==> src/rtl/frame_sequencer.sv <==
`default_nettype none
// ============================================================================
// Module      : frame_sequencer
// Description : Host-side load-order controller. Admits weights first, then
//               whole input frames, and watches the accelerator with a watchdog.
// Revision    : 1.0 - initial release
// ============================================================================
module frame_sequencer #(
    parameter int AXI_ADDR_WIDTH = 20,
    parameter int OFFSET_OUTPUT  = 'h6_0000,
    parameter int OFFSET_RESET   = 'h6_0810,
    parameter int OFFSET_WEIGHT  = 'h6_0818,
    parameter int WEIGHT_BYTES   = 152646,
    parameter int WEIGHT_WORDS   = 19081,
    parameter int INPUT_WORDS    = 49152,
    parameter int TIMEOUT_CYCLES = 2**24
) (
    input  logic                      clk,
    input  logic                      rst_n,
    input  logic                      axi_wr_en,
    input  logic [AXI_ADDR_WIDTH-1:0] axi_wr_addr,
    input  logic [63:0]               axi_wr_data,
    input  logic [7:0]                axi_wr_strobe,
    input  logic                      acc_o_valid,
    output logic                      fwd_wr_en,
    output logic [2:0]                state,
    output logic                      weights_loaded,
    output logic [31:0]               frame_cnt,
    output logic                      irq_done,
    output logic                      err_order,
    output logic                      err_timeout
);

    localparam logic [2:0] c_st_idle   = 3'd0;
    localparam logic [2:0] c_st_load_w = 3'd1;
    localparam logic [2:0] c_st_ready  = 3'd2;
    localparam logic [2:0] c_st_stream = 3'd3;
    localparam logic [2:0] c_st_wait   = 3'd4;
    localparam logic [2:0] c_st_err    = 3'd5;

    localparam int c_wcnt_w = $clog2(WEIGHT_WORDS + 1);
    localparam int c_icnt_w = $clog2(INPUT_WORDS + 1);
    localparam int c_wd_w   = $clog2(TIMEOUT_CYCLES);

    localparam logic [c_wcnt_w-1:0] c_wcnt_full = c_wcnt_w'(WEIGHT_WORDS);
    localparam logic [c_icnt_w-1:0] c_icnt_full = c_icnt_w'(INPUT_WORDS);
    localparam logic [c_wd_w-1:0]   c_wd_last   = c_wd_w'(TIMEOUT_CYCLES - 1);

    localparam logic [31:0] c_w_lo  = 32'(OFFSET_WEIGHT);
    localparam logic [31:0] c_w_hi  = 32'(OFFSET_WEIGHT + WEIGHT_BYTES);
    localparam logic [31:0] c_i_hi  = 32'(OFFSET_OUTPUT);
    localparam logic [31:0] c_r_adr = 32'(OFFSET_RESET);

    logic [2:0]          r_state;
    logic [c_wcnt_w-1:0] r_wcnt;
    logic [c_icnt_w-1:0] r_icnt;
    logic [c_wd_w-1:0]   r_wdog;
    logic [31:0]         r_frame_cnt;
    logic                r_weights_loaded;
    logic                r_irq_done;
    logic                r_err_order;
    logic                r_err_timeout;
    logic                r_acc_valid_d;

    logic [31:0]         w_addr_ext;
    logic                w_qual;
    logic                w_is_w;
    logic                w_is_i;
    logic                w_is_r;
    logic                w_allow_w;
    logic                w_allow_i;
    logic                w_drop;
    logic                w_acc_rise;
    logic [c_wcnt_w-1:0] w_wcnt_nxt;
    logic [c_icnt_w-1:0] w_icnt_nxt;
    logic                w_unused;

    // Write classification; the weight and input windows never overlap the reset register.
    assign w_addr_ext = 32'(axi_wr_addr);
    assign w_qual     = axi_wr_en && (|axi_wr_strobe);
    assign w_is_w     = w_qual && (w_addr_ext >= c_w_lo) && (w_addr_ext < c_w_hi);
    assign w_is_i     = w_qual && (w_addr_ext < c_i_hi);
    assign w_is_r     = w_qual && (w_addr_ext == c_r_adr) && axi_wr_strobe[0] && axi_wr_data[0];

    assign w_allow_w  = (r_state == c_st_idle)  || (r_state == c_st_load_w);
    assign w_allow_i  = (r_state == c_st_ready) || (r_state == c_st_stream);
    assign w_drop     = (w_is_w && !w_allow_w) || (w_is_i && !w_allow_i);

    assign fwd_wr_en  = axi_wr_en && !w_drop;

    // A level already high when WAIT is entered is masked by the delayed copy.
    assign w_acc_rise = acc_o_valid && !r_acc_valid_d;

    assign w_wcnt_nxt = (r_state == c_st_idle)  ? c_wcnt_w'(1) : r_wcnt + 1'b1;
    assign w_icnt_nxt = (r_state == c_st_ready) ? c_icnt_w'(1) : r_icnt + 1'b1;

    assign w_unused   = ^axi_wr_data[63:1];

    always_ff @(posedge clk or negedge rst_n) begin
        if (!rst_n) begin
            r_state          <= c_st_idle;
            r_wcnt           <= '0;
            r_icnt           <= '0;
            r_wdog           <= '0;
            r_frame_cnt      <= '0;
            r_weights_loaded <= 1'b0;
            r_irq_done       <= 1'b0;
            r_err_order      <= 1'b0;
            r_err_timeout    <= 1'b0;
            r_acc_valid_d    <= 1'b0;
        end else if (w_is_r) begin
            r_state          <= c_st_idle;
            r_wcnt           <= '0;
            r_icnt           <= '0;
            r_wdog           <= '0;
            r_frame_cnt      <= '0;
            r_weights_loaded <= 1'b0;
            r_irq_done       <= 1'b0;
            r_err_order      <= 1'b0;
            r_err_timeout    <= 1'b0;
            r_acc_valid_d    <= 1'b0;
        end else begin
            r_acc_valid_d <= acc_o_valid;
            r_irq_done    <= 1'b0;
            if (w_drop) begin
                r_err_order <= 1'b1;
            end
            case (r_state)
                c_st_idle, c_st_load_w: begin
                    if (w_is_w) begin
                        r_wcnt <= w_wcnt_nxt;
                        if (w_wcnt_nxt == c_wcnt_full) begin
                            r_state          <= c_st_ready;
                            r_weights_loaded <= 1'b1;
                        end else begin
                            r_state <= c_st_load_w;
                        end
                    end
                end
                c_st_ready, c_st_stream: begin
                    if (w_is_i) begin
                        r_icnt <= w_icnt_nxt;
                        if (w_icnt_nxt == c_icnt_full) begin
                            r_state <= c_st_wait;
                            r_wdog  <= '0;
                        end else begin
                            r_state <= c_st_stream;
                        end
                    end
                end
                c_st_wait: begin
                    // Completion takes priority over a watchdog expiring in the same cycle.
                    if (w_acc_rise) begin
                        r_state     <= c_st_ready;
                        r_frame_cnt <= r_frame_cnt + 32'd1;
                        r_irq_done  <= 1'b1;
                    end else if (r_wdog == c_wd_last) begin
                        r_state       <= c_st_err;
                        r_err_timeout <= 1'b1;
                    end else begin
                        r_wdog <= r_wdog + 1'b1;
                    end
                end
                c_st_err: begin
                    r_state <= c_st_err;
                end
                default: begin
                    r_state <= c_st_idle;
                end
            endcase
        end
    end

    assign state          = r_state;
    assign weights_loaded = r_weights_loaded;
    assign frame_cnt      = r_frame_cnt;
    assign irq_done       = r_irq_done;
    assign err_order      = r_err_order;
    assign err_timeout    = r_err_timeout;

endmodule
`default_nettype wire
==> config.mk <==
export PLATFORM = sky130hd
export DESIGN_NAME = frame_sequencer
export DESIGN_NICKNAME = d
export VERILOG_FILES = /design/src/rtl/frame_sequencer.sv
export SDC_FILE = /design/constraint.sdc
export NUM_CORES = 1
export LEC_CHECK = 0
export BUFFER_PORTS_ARGS = -buffer_cell sky130_fd_sc_hd__buf_2
export CORE_AREA = 4 4 121 123
export DETAILED_ROUTE_END_ITERATION = 7
export DIE_AREA = 0 0 125 127
export PLACE_DENSITY = 0.65
export SYNTH_ARGS = -nofsm -noshare
export SYNTH_HDL_FRONTEND = slang
export SYNTH_SLANG_ARGS = --single-unit
==> constraint.sdc <==
create_clock -name clk -period 5.6 [get_ports clk]
set_input_delay 0 -clock clk [delete_from_list [all_inputs] [get_ports clk]]
set_output_delay 0 -clock clk [all_outputs]
set_load 0.01 [all_outputs]
=== Yosys cells after proc, flatten, opt, wreduce, memory -nomap -nowiden ===
Index checks and enable logic that the tools add are counted.

* Register bits: 95
* Input bits: 96

* $add $sub $neg: 4
* Equality and inequality tests: 16
* Reductions and logical operators: 39
* Magnitude comparators: 3
* Mux-type cells: 39

{| class="wikitable"
|+ Operators with widths
! kind !! count
|-
| 2-to-1 mux 24 bit || 5
|-
| 2-to-1 mux 32 bit || 3
|-
| 2-to-1 mux 16 bit || 4
|-
| 2-to-1 mux 15 bit || 4
|-
| one-hot mux 24 bit (2 select lines) || 1
|-
| adder 32 x 1 -> 32 bit, second input constant || 1
|-
| adder 24 x 1 -> 24 bit, second input constant || 1
|-
| == test 24 bit, second input constant || 1
|-
| == test 20 x 19 -> 1 bit, second input constant || 1
|-
| greater-or-equal comparator 20 x 19 -> 1 bit, second input constant || 1
|-
| less-than comparator 20 x 19 -> 1 bit, second input constant || 1
|-
| less-than comparator 20 bit, second input constant || 1
|-
| 2-to-1 mux 3 bit || 6
|-
| nonzero test 2 bit || 9
|-
| adder 16 x 1 -> 16 bit, second input constant || 1
|-
| == test 16 bit, second input constant || 1
|-
| adder 15 x 1 -> 15 bit, second input constant || 1
|-
| == test 15 bit, second input constant || 1
|-
| != test 3 bit, second input constant || 5
|-
| 2-to-1 mux 1 bit || 14
|-
| one-hot mux 3 bit (4 select lines) || 1
|-
| logical AND 1 bit || 11
|-
| AND reduction 3 bit || 3
|-
| OR reduction 8 bit || 1
|-
| other kinds (13) || 23
|}

=== Logic depth before layout (Yosys ltp) ===
Gate-level depths: netlist (run 1).

* Depth after elaboration: 8
* Mapped depth: 11
* Mapped depth without buffers: 8

=== Worst setup path after synthesis (run 1) ===
Ideal clock, no wire load.

* Path type: reg-to-reg
* From: register r_icnt[0]
* To: register r_wdog[2]
* Cell stages (with the launch flop): 11
* Period minus slack after synthesis: 2.685 ns
* Data required time: 5.476 ns
* Arrival time: 2.561 ns
* Library setup time: 0.124 ns
* Buffers on the path: 2
* Path slack: 2.915 ns
* Path through: dfrtp_1 ha_1 and4_1 clkbuf_1 a211o_1 a22oi_1 o221ai_1 or4_1 buf_2 a221o_1 o21bai_1

* Word-level cells in the longest chain between the ends: 5

{| class="wikitable"
|+ Ends and longest elaborated chain
! element !! line !! RTL
|-
| start: declaration || 56 || <nowiki>logic [c_icnt_w-1:0] r_icnt;</nowiki>
|-
| start signal: assignment || 142 || <nowiki>r_icnt <= w_icnt_nxt;</nowiki>
|-
| adder 16 x 1 -> 16 bit || 95 || <nowiki>assign w_icnt_nxt = (r_state == c_st_ready) ? c_icnt_w'(1) : r_icnt + 1'b1;</nowiki>
|-
| 2-to-1 mux 16 bit || 95 ||
|-
| == test 16 bit || 143 || <nowiki>if (w_icnt_nxt == c_icnt_full) begin</nowiki>
|-
| != test 3 bit (no source line) || n/a ||
|-
| AND reduction 5 bit (no source line) || n/a ||
|-
| end signal: assignment || 161 || <nowiki>r_wdog <= r_wdog + 1'b1;</nowiki>
|-
| end: declaration || 57 || <nowiki>logic [c_wd_w-1:0] r_wdog;</nowiki>
|}

Every way passes these cells.
A chain may end at the register's enable or synchronous reset.

=== Worst setup path in the final report (run 1) ===
* From: register r_state[0], in the netlist state[0]
* To: register r_wdog[2]

* Word-level cells in the longest chain between the ends: 5
* Elaborated cells between the ends (all ways): 14
* Classes of those cells: eq/ne (8); mux (3); reduce/logical (3)

{| class="wikitable"
|+ Ends and longest elaborated chain
! element !! line !! RTL
|-
| start: declaration || 54 || <nowiki>logic [2:0] r_state;</nowiki>
|-
| start signal: assignment || 101 || <nowiki>r_state <= c_st_idle;</nowiki>
|-
| start signal: assignment || 112 || <nowiki>r_state <= c_st_idle;</nowiki>
|-
| start signal: assignment || 133 || <nowiki>r_state <= c_st_ready;</nowiki>
|-
| == test 3 x 2 -> 1 bit || 95, 128 ||
|-
| 2-to-1 mux 16 bit || 95 ||
|-
| == test 16 bit || 143 ||
|-
| != test 3 bit (no source line) || n/a ||
|-
| AND reduction 5 bit (no source line) || n/a ||
|}

Several ways; a longest one is shown, not always the timed one.

==> metrics.md, run 1 <==
| Metric | Value |
|---|---|
| Util after Layout | `0.496` |
| RSZ-0062 raised after global routing | `false` |
| Total GRT Usage | `0.201` |
| Post-CTS Setup Repair Bufs | `0` |
| GPL Wtd Cong | `0.877` |
| Cell internal pwr | `1.05 mW` |
| Hold buffers post-CTS | `2` |
| Max cap viols | `0` |
| Post-synth EDFFs | `0` |
| N_diodes | `0` |
| TritonCTS clock tree | `yes` |
| Avg Cell Area, Syn | `8.42 sq um` |
| CP max stage delay | `0.98 ns` |
| Worst EP required | `5.84 ns` |
| Seq pwr share | `0.516` |
| CP Max Fanout | `24` |
| WL per Instance | `16.7 um` |
| Grt ovf | `0` |
| Total routed wirelength | `15.8 mm` |
| Layout cell share with drive strength beyond 1 | `0.138` |
| Core area | `0.0137 sq mm` |
| Final setup violating endpoints | `0` |
| Leakage | `2.92 nW` |
| Tcrit/Tclk final | `0.625` |
| Insertion delay to the later sink of the worst-skew pair | `0.35 ns` |
| Sw frac | `0.247` |
| Power share of the clock group | `0.413` |
| CTS clk-pin slew, worst paths | `0.07 ns` |
| Most used cell, CP | `or4_1` |
| Register area share after synthesis | `0.393` |
| Vias | `5734` |
| DRC violations left | `0` |
| Synth top cells by count | `dfrtp_1 (95), nor2_1 (67), nand2_1 (62), o21ai_0 (44), nand3_1 (41)` |
| Initial drt markers | `474` |
| Hold Path Class | `input pin to flip-flop` |
| Max IR drop VDD | `0.000162 V` |
| Final hold vios | `0` |
| Synth area leader | `dfrtp_1` |
| Startpoint Class | `flip-flop` |
| CP Class | `flip-flop to flip-flop` |
| Die Y | `127 um` |
| Max transition margin | `0.334` |
| Netlist cell types | `65` |
| PortBufs | `72` |
| Starting Density | `0.443` |
| Vias per cell | `6.04` |
| Primary FF master, synth | `dfrtp_1` |
| Critical path data arrival time | `3.74 ns` |
| Worst Clk Skew | `0.00669 ns` |
| Power Density | `205 mW/mm^2` |
| Switching power | `0.344 mW` |
| Slew @ Worst Pin | `0.995 ns` |
| Crit. End Element | `flip-flop` |
| Synth Instances | `719` |
| Num rows | `43` |
| Area Growth Syn to Fin | `11.9%` |
| Fmax achieved | `286 MHz` |
| Crit path time final | `3.50 ns` |
| TritonCTS sink count | `95` |
| Post-synthesis register bit count | `95` |
| Die area | `0.0159 sq mm` |
| Die X | `125 um` |
| Syn nets | `819` |
| CP Cell Sequence | `or3b_1, o2111ai_1, or4_1, or4_1, a221o_1, o21bai_1` |
| First-pass GRT wire length | `26.9 mm` |
| Clock buffer depth | `2` |
| CTS Buf Count | `9` |
| Initial antenna violation count | `0` |
| Largest net degree at the start of global routing | `51` |
| Post-CTS sizing | `0` |
| Detailed placer's ending HPWL | `10.7 mm` |
| Share of the synthesized area in the top cell type | `0.393` |
| Setup TNS | `0 ns` |
| Comb pwr share | `0.071` |
| I/O pin count | `136` |
| Number of global-route vias before repair | `5506` |
| Final antenna-violating net count | `0` |
| Root Driver | `clkbuf_16` |
| Status | `finished, final reports clean` |
| Slowest CP cell | `or4_1` |
| Post-synth ARST share | `1.00` |
| H-tree depth | `3` |
| Largest cells by area after synthesis | `dfrtp_1 (39%), nor2_1 (4.2%), nand2_1 (3.8%), o21ai_0 (3.6%), and3_1 (3.5%)` |
| NumNets Final | `865` |
| Mapped Area | `0.00605 sq mm` |
| Synth warn | `0` |
| 1st-pass router iterations | `5` |
| Most common cell in the synthesized netlist | `dfrtp_1` |
| Fin. max-slew vios | `0` |
-- flip-flops by register name (all words and copies together) (netlist names) --
name,cells
r_acc_valid_d,1
frame_cnt,32
r_icnt,16
r_wdog,24
r_wcnt,15
weights_loaded,1
err_timeout,1
irq_done,1
state,3
err_order,1
-- per-stage QoR --
stage                     instance area, sq um  std cells  hold WS (ns)  worst slack [ns]  total power, mW
final                                     6770        949         0.141              2.10             1.39
after global placement                    6490        932        0.0495              2.16            0.824
after global routing                      6770        949         0.161              1.95             1.45
after detailed placement                  6490        932        0.0507              2.16            0.827
after floorplan                           6050        719        -0.296              2.91            0.776
after CTS                                 6770        949         0.128              2.14             1.41
-- power by group through the flow --
stage | clock, mW | combinational (mW) | sequential [mW]
floorplan | 0 | 0.0559 | 0.720
global placement | 0 | 0.0961 | 0.728
detailed placement | 0 | 0.0979 | 0.729
CTS | 0.590 | 0.0996 | 0.716
global route | 0.619 | 0.111 | 0.719
finish | 0.574 | 0.0983 | 0.716
-- worst max-delay path, delay by kind of cell, from the launching register on --
| kind | cells | cell delay [ns] |
|---|---|---|
| simple gates | 3 | 1.91 |
| compound gates | 3 | 0.79 |
| flops | 1 | 0.66 |
-- final cells by class --
| cell class | instances | area (sq um) |
|---|---|---|
| Inverter | 13 | 48.8 |
| Multi-Input combinational cell | 566 | 3430 |
| Clock inverter | 4 | 22.5 |
| Sequential cell | 95 | 2380 |
| Clock buffer | 11 | 243 |
| Fill cell | 1342 | 6890 |
| Tap cell | 180 | 225 |
| Timing Repair Buffer | 80 | 428 |
-- cells in the final DEF (no fill, tap or decap), drive strengths merged, types with 3 or more instances in the layout --
master	instances
o211ai	3
or2	5
a32o	4
clkbuf	11
nand2	62
nor4	10
nand2b	3
nor2	67
or4	5
o31ai	14
and3	36
a31oi	12
nand3b	5
nor2b	7
ha	4
a41oi	6
xor2	22
inv	13
or3	18
o22ai	3
o41ai	4
dfrtp	95
buf	78
clkinv	3
a211oi	3
and4	9
a32oi	11
a221oi	4
nand3	41
xnor2	17
o21ai	48
and2	19
nor3	19
a21oi	32
nand4	29
a21boi	12
-- cells by family (layout without fill, tap and decap cells) --
family	Yosys count	after routing	share of synthesized area
flip-flops	95	95	0.393
AO/OA/AOI/OAI	178	178	0.196
multiplexers	3	3	0.00517
AND/OR/NAND/NOR	342	342	0.299
XOR/XNOR	39	39	0.0564
adder cells (fa/ha/maj)	4	4	0.00827
buffers and inverters	58	108	0.0424
-- worst paths after layout --
kind | start | endpoint | slack, ns | depth (start not counted)
worst min-delay path | axi_wr_addr[19] | frame_cnt[30] | 0.14 | 4
min in group asynchronous | rst_n | r_wcnt[5] | 0.19 | 2
worst max register to register | state[0] | r_wdog[2] | 2.10 | 6
worst min register to register | err_timeout | err_timeout | 0.49 | 1
max in group asynchronous | rst_n | r_icnt[5] | 4.30 | 3
worst max-delay path | state[0] | r_wdog[2] | 2.10 | 6
-- metal layers --
layer  track usage  up-vias  wire length, um
met5             0        -                0
met4        0.0536        0              250
met3        0.0393       22              579
met2         0.341      108             7820
met1         0.264     2846             7160
li1              -     2758                -
Note: power is estimated with default switching activity, not from simulation.
==> run 2: changes to the inputs <==
Clock period 5.6 ns to 3.35 ns, I/O delays scaled along.
==> metrics.md, run 2 (synthesis gave the netlist of run 1 again) <==
| Metric | Value |
|---|---|
| Fmax achieved | `324 MHz (was 286 MHz)` |
| Worst EP required | `3.59 ns (was 5.84 ns)` |
| Leakage | `2.99 nW (was 2.92 nW)` |
| Total routed wirelength | `15.9 mm (was 15.8 mm)` |
| Fin. max-slew vios | `0 (unchanged)` |
| Num rows | `43 (unchanged)` |
| Commonest cells after routing, fill and taps aside | `dfrtp_1 (95), buf_2 (71), nor2_1 (67) (unchanged)` |
| Pre-CTS setup slack | `0.296 ns (was 2.16 ns)` |
| WL per Instance | `16.5 um (was 16.7 um)` |
| CP Class | `flip-flop to flip-flop (unchanged)` |
| Vias per cell | `5.96 (was 6.04)` |
| DRC violations left | `0 (unchanged)` |
| Starting Density | `0.443 (unchanged)` |
| # fillers | `1338 (was 1342)` |
| Post-CTS Setup Repair Bufs | `0 (unchanged)` |
| Hold buffers post-CTS | `2 (unchanged)` |
| Commonest non-fill, non-tap cell in the layout | `dfrtp_1 (unchanged)` |
| Detailed placer's ending HPWL | `10.8 mm (was 10.7 mm)` |
| FF/Latch Area | `0.00238 sq mm (unchanged)` |
| Placement Cell Area | `0.00659 sq mm (was 0.00649 sq mm)` |
| Design area | `0.00689 sq mm (was 0.00677 sq mm)` |
| Insertion delay to the later sink of the worst-skew pair | `0.35 ns (about the same)` |
| NumNets Final | `877 (was 865)` |
| Final std cells w/o fill | `961 (was 949)` |
| Layout cell share with drive strength beyond 1 | `0.147 (was 0.138)` |
| Worst Clk Skew | `0.00902 ns (was 0.00669 ns)` |
| Root Driver | `clkbuf_16 (unchanged)` |
| CP max stage delay | `0.50 ns (was 0.98 ns)` |
| H-tree depth | `3 (unchanged)` |
| Setup TNS | `0 ns (unchanged)` |
| CP Max Fanout | `24 (unchanged)` |
| Critical path data arrival time | `3.32 ns (was 3.74 ns)` |
| Hold Path Class | `input pin to flip-flop (unchanged)` |
| N_diodes | `0 (unchanged)` |
| CTS Buf Count | `9 (unchanged)` |
| Status | `finished, final reports clean (unchanged)` |
| Power, Total | `2.38 mW (was 1.39 mW)` |
| RSZ-0062 raised after global routing | `false (unchanged)` |
| Number of global-route vias before repair | `5284 (was 5506)` |
| Placed cell count | `944 (was 932)` |
| Die Y | `127 um (unchanged)` |
| Max cap viols | `0 (unchanged)` |
| Crit. End Element | `flip-flop (unchanged)` |
| Max transition margin | `0.300 (was 0.334)` |
| Final setup violating endpoints | `0 (unchanged)` |
| Final hold vios | `0 (unchanged)` |
| Post-CTS sizing | `0 (unchanged)` |
| Max IR drop VDD | `0.000317 V (was 0.000162 V)` |
| GPL Wtd Cong | `0.916 (was 0.877)` |
| Final antenna-violating net count | `0 (unchanged)` |
| Clock buffer depth | `2 (unchanged)` |
| TritonCTS sink count | `95 (unchanged)` |
| Vias | `5726 (was 5734)` |
| Max reg flops | `32 (unchanged)` |
| 1st-pass router iterations | `5 (unchanged)` |
| TritonCTS clock tree | `yes (unchanged)` |
| I/O pin count | `136 (unchanged)` |
| Startpoint Class | `flip-flop (unchanged)` |
| Core area | `0.0137 sq mm (unchanged)` |
| Die area | `0.0159 sq mm (unchanged)` |
| Area taken by multi-input logic gates | `0.00342 sq mm (was 0.00343 sq mm)` |
| Final worst-path setup slack | `0.262 ns (was 2.10 ns)` |
| CTS clk-pin slew, worst paths | `0.06 ns (was 0.07 ns)` |
| Die X | `125 um (unchanged)` |
| Initial drt markers | `444 (was 474)` |
| Total GRT Usage | `0.199 (was 0.201)` |
| Grt ovf | `0 (unchanged)` |
| Area Growth Syn to Fin | `13.8% (was 11.9%)` |
| Slew @ Worst Pin | `1.05 ns (was 0.995 ns)` |
| CP Cell Sequence | `ha_1, and4_1, a31oi_1, o21ai_0, o221ai_1, or4_1, buf_12, a221o_1, o21bai_1 (was or3b_1, o2111ai_1, or4_1, or4_1, a221o_1, o21bai_1)` |
| PortBufs | `72 (unchanged)` |
| First-pass GRT wire length | `26.6 mm (was 26.9 mm)` |
| Tcrit/Tclk final | `0.922 (was 0.625)` |
| Power Density | `345 mW/mm^2 (was 205 mW/mm^2)` |
| Slowest CP cell | `dfrtp_1 (was or4_1)` |
| Largest net degree at the start of global routing | `82 (was 51)` |
| Initial antenna violation count | `0 (unchanged)` |
| Crit path time final | `3.09 ns (was 3.50 ns)` |
==> run 2: cell type report <==
type | instances | area share
Sequential cell | 95 | 0.345
Clock inverter | 4 | 0.00691
Timing Repair Buffer | 92 | 0.0770
Inverter | 13 | 0.00709
Multi-Input combinational cell | 566 | 0.497
Clock buffer | 11 | 0.0338
Tap cell | 180 | 0.0327
==> run 2: where the power goes <==
| group | internal [mW] | total, mW | switching, mW | leakage (nW) |
|---|---|---|---|---|
| logic | 0.0707 | 0.178 | 0.107 | 1.56 |
| registers | 1.16 | 1.19 | 0.0230 | 1.29 |
| clock network | 0.573 | 1.01 | 0.437 | 0.135 |
==> run 2: per-layer routing <==
| layer | wire, um | up-vias | global-route usage |
|---|---|---|---|
| li1 | - | 2787 | - |
| met1 | 7210 | 2812 | 0.272 |
| met2 | 7910 | 114 | 0.329 |
| met3 | 580 | 13 | 0.0364 |
| met4 | 193 | 0 | 0.0510 |
| met5 | 0 | - | 0 |
==> run 2: critical path: cells and delay by family (launching register included) <==
family	cells	cell delay, ns
compound gates	5	1.05
flops	1	0.50
buf+inv	1	0.20
simple gates	2	0.89
fa+ha+maj	1	0.32
==> run 2: per-stage QoR <==
| step | util | hold WS, ns |
|---|---|---|
| after global placement | 0.482 | 0.244 |
| after CTS | 0.504 | 0.124 |
| final | 0.504 | 0.137 |
| after detailed placement | 0.482 | 0.256 |
| after global routing | 0.504 | 0.159 |
| after floorplan | - | -0.296 |
==> run 2: worst paths after layout <==
kind,start,to,slack (ns),depth (start not counted)
setup / recovery,r_icnt[0],r_wdog[2],0.26,9
hold / removal,axi_wr_addr[19],frame_cnt[28],0.14,4
setup reg to reg,r_icnt[0],r_wdog[2],0.26,9
hold reg to reg,err_timeout,err_timeout,0.49,1
max in group asynchronous,rst_n,frame_cnt[27],2.15,3
min in group asynchronous,rst_n,r_wcnt[2],0.38,2
==> run 3: changes to the inputs <==
==> constraint.sdc (replaced) <==
create_clock -name clk -period 3.35 [get_ports clk]
set_input_delay 0.8375 -clock clk [delete_from_list [all_inputs] [get_ports clk]]
set_output_delay 0.8375 -clock clk [all_outputs]
set_load 0.01 [all_outputs]
==> metrics.md, run 3 (synthesis gave the netlist of run 1 again) <==
| Metric | Value |
|---|---|
| Status | `finished, final reports clean (unchanged)` |
| Total GRT Usage | `0.211 (was 0.199)` |
| Initial drt markers | `571 (was 444)` |
| Worst Clk Skew | `0.00664 ns (was 0.00902 ns)` |
| Die Y | `127 um (unchanged)` |
| Comb pwr share | `0.079 (was 0.075)` |
| Final hold vios | `0 (unchanged)` |
| Starting Density | `0.443 (unchanged)` |
| I/O pin count | `136 (unchanged)` |
| Max transition margin | `0.563 (was 0.300)` |
| R2r startpoint | `r_icnt[1] (was r_icnt[0])` |
| GPL Wtd Cong | `0.876 (was 0.916)` |
| RSZ-0062 raised after global routing | `true (was false)` |
| CTS Buf Count | `9 (unchanged)` |
| Final setup violating endpoints | `0 (unchanged)` |
| Commonest cells after routing, fill and taps aside | `dfrtp_1 (95), buf_2 (69), nor2_1 (66) (was dfrtp_1 (95), buf_2 (71), nor2_1 (67))` |
| FF/Latch Area | `0.00238 sq mm (unchanged)` |
| Layout cell share with drive strength beyond 1 | `0.178 (was 0.147)` |
| WL per Instance | `17.0 um (was 16.5 um)` |
| Total routed wirelength | `16.6 mm (was 15.9 mm)` |
| Power Density | `354 mW/mm^2 (was 345 mW/mm^2)` |
| Final antenna-violating net count | `0 (unchanged)` |
| Area Growth Syn to Fin | `17.8% (was 13.8%)` |
| Slowest CP cell | `or4_4 (was dfrtp_1)` |
| Critical path data arrival time | `2.50 ns (was 3.32 ns)` |
| Placement Cell Area | `0.00671 sq mm (was 0.00659 sq mm)` |
| Number of global-route vias before repair | `5699 (was 5284)` |
| Crit. End Element | `output pin (was flip-flop)` |
| Clock buffer depth | `2 (unchanged)` |
| CP Class | `input pin to output pin (was flip-flop to flip-flop)` |
| Core area | `0.0137 sq mm (unchanged)` |
| Insertion delay to the later sink of the worst-skew pair | `0.35 ns (about the same)` |
| Leakage | `3.12 nW (was 2.99 nW)` |
| Worst Setup SP | `axi_wr_strobe[6] (was r_icnt[0])` |
| Grt ovf | `0 (unchanged)` |
| TritonCTS sink count | `95 (unchanged)` |
| Detailed placer's ending HPWL | `11.5 mm (was 10.8 mm)` |
| Largest net degree at the start of global routing | `64 (was 82)` |
| Max cap viols | `0 (unchanged)` |
| Die X | `125 um (unchanged)` |
| N_diodes | `0 (unchanged)` |
| CP Cell Sequence | `buf_6, or4_4, o21ai_4, a41oi_2, and2_4, a211o_1, o21ai_2, and2_1, buf_2 (was ha_1, and4_1, a31oi_1, o21ai_0, o221ai_1, or4_1, buf_12, a221o_1, o21bai_1)` |
| Design area | `0.00713 sq mm (was 0.00689 sq mm)` |
| # fillers | `1317 (was 1338)` |
| TritonCTS clock tree | `yes (unchanged)` |
| H-tree depth | `3 (unchanged)` |
| NumNets Final | `892 (was 877)` |
| Crit path time final | `3.34 ns (was 3.09 ns)` |
| Vias | `5897 (was 5726)` |
| Commonest non-fill, non-tap cell in the layout | `dfrtp_1 (unchanged)` |
| CP max stage delay | `0.55 ns (was 0.50 ns)` |
| Max IR drop VDD | `0.000293 V (was 0.000317 V)` |
| Slew @ Worst Pin | `0.648 ns (was 1.05 ns)` |
| Power share of the clock group | `0.450 (was 0.425)` |
| Area taken by multi-input logic gates | `0.00347 sq mm (was 0.00342 sq mm)` |
| Vias per cell | `6.04 (was 5.96)` |
| Num rows | `43 (unchanged)` |
| DRC violations left | `0 (unchanged)` |
| 1st-pass router iterations | `5 (unchanged)` |
| Seq pwr share | `0.471 (was 0.500)` |
| Hold Path Class | `input pin to asynchronous set/reset pin (was input pin to flip-flop)` |
| Tcrit/Tclk final | `0.996 (was 0.922)` |
| Sw frac | `0.231 (was 0.239)` |
| Switching power | `0.583 mW (was 0.567 mW)` |
| Startpoint Class | `input pin (was flip-flop)` |
| Max reg flops | `32 (unchanged)` |
| Die area | `0.0159 sq mm (unchanged)` |
| Final Hold Slack | `0.444 ns (was 0.137 ns)` |
| Initial antenna violation count | `0 (unchanged)` |
| Fin. max-slew vios | `0 (unchanged)` |
| PortBufs | `72 (unchanged)` |
| Cell internal pwr | `1.94 mW (was 1.81 mW)` |
| Worst EP required | `2.51 ns (was 3.59 ns)` |
| First-pass GRT wire length | `28.3 mm (was 26.6 mm)` |
| Power, Total | `2.53 mW (was 2.38 mW)` |
| Root Driver | `clkbuf_16 (unchanged)` |
| Fmax achieved | `300 MHz (was 324 MHz)` |
| CP Max Fanout | `2 (was 24)` |
| CTS clk-pin slew, worst paths | `0.06 ns (about the same)` |
[run 3: power groups by stage]
stage	clock network, mW	registers [mW]	logic, mW
after floorplan	0	1.20	0.0936
after global placement	0	1.21	0.184
after detailed placement	0	1.21	0.190
after CTS	1.16	1.19	0.197
after global routing	1.21	1.19	0.223
final	1.14	1.19	0.200
[run 3: layout make-up]
cell class,count,share of cell area
clock buffer,13,0.0365
clock inverter,3,0.00913
inverter,13,0.00685
multi-input combinational,566,0.487
sequential,95,0.334
tap,180,0.0316
timing repair buffer,107,0.0953
[run 3: worst paths after layout]
kind / to / slack (ns) / cells past startpoint
worst max-delay path: fwd_wr_en / 0.01 / 9
worst min-delay path: r_wcnt[1] / 0.44 / 1
worst max register to register: r_wdog[2] / 0.28 / 9
worst min register to register: weights_loaded / 0.49 / 1
max in group asynchronous: frame_cnt[14] / 2.21 / 2
min in group clk: weights_loaded / 0.49 / 1
[run 3: worst max-delay path, delay by kind of cell]
kind	cells	cell delay [ns]
compound gates	4	0.59
simple gates	3	0.87
buf+inv	2	0.21
[run 3: what timing repair did]
item | CTS | global route
hold buffers | 0 | 0
setup buffers | 2 | 2
pin swaps | 5 | 5
setup endpoints to repair | 1 | 2
gates resized for setup | 9 | 5
[run 3: per-layer routing]
layer	GRT usage	vias to the layer above	wire [um]
li1	-	2818	-
met1	0.281	2882	7330
met2	0.353	175	8260
met3	0.0393	22	771
met4	0.0593	0	255
met5	0	-	0
[run 3: per-stage QoR]
stage	std cells	worst slack [ns]	setup TNS, ns	util
floorplan	719	0.0200	0	-
global placement	957	-0.160	-0.160	0.491
detailed placement	957	-0.170	-0.170	0.491
CTS	975	0.00269	0	0.519
global route	977	-0.0406	-0.0406	0.522
finish	977	0.0140	0	0.522
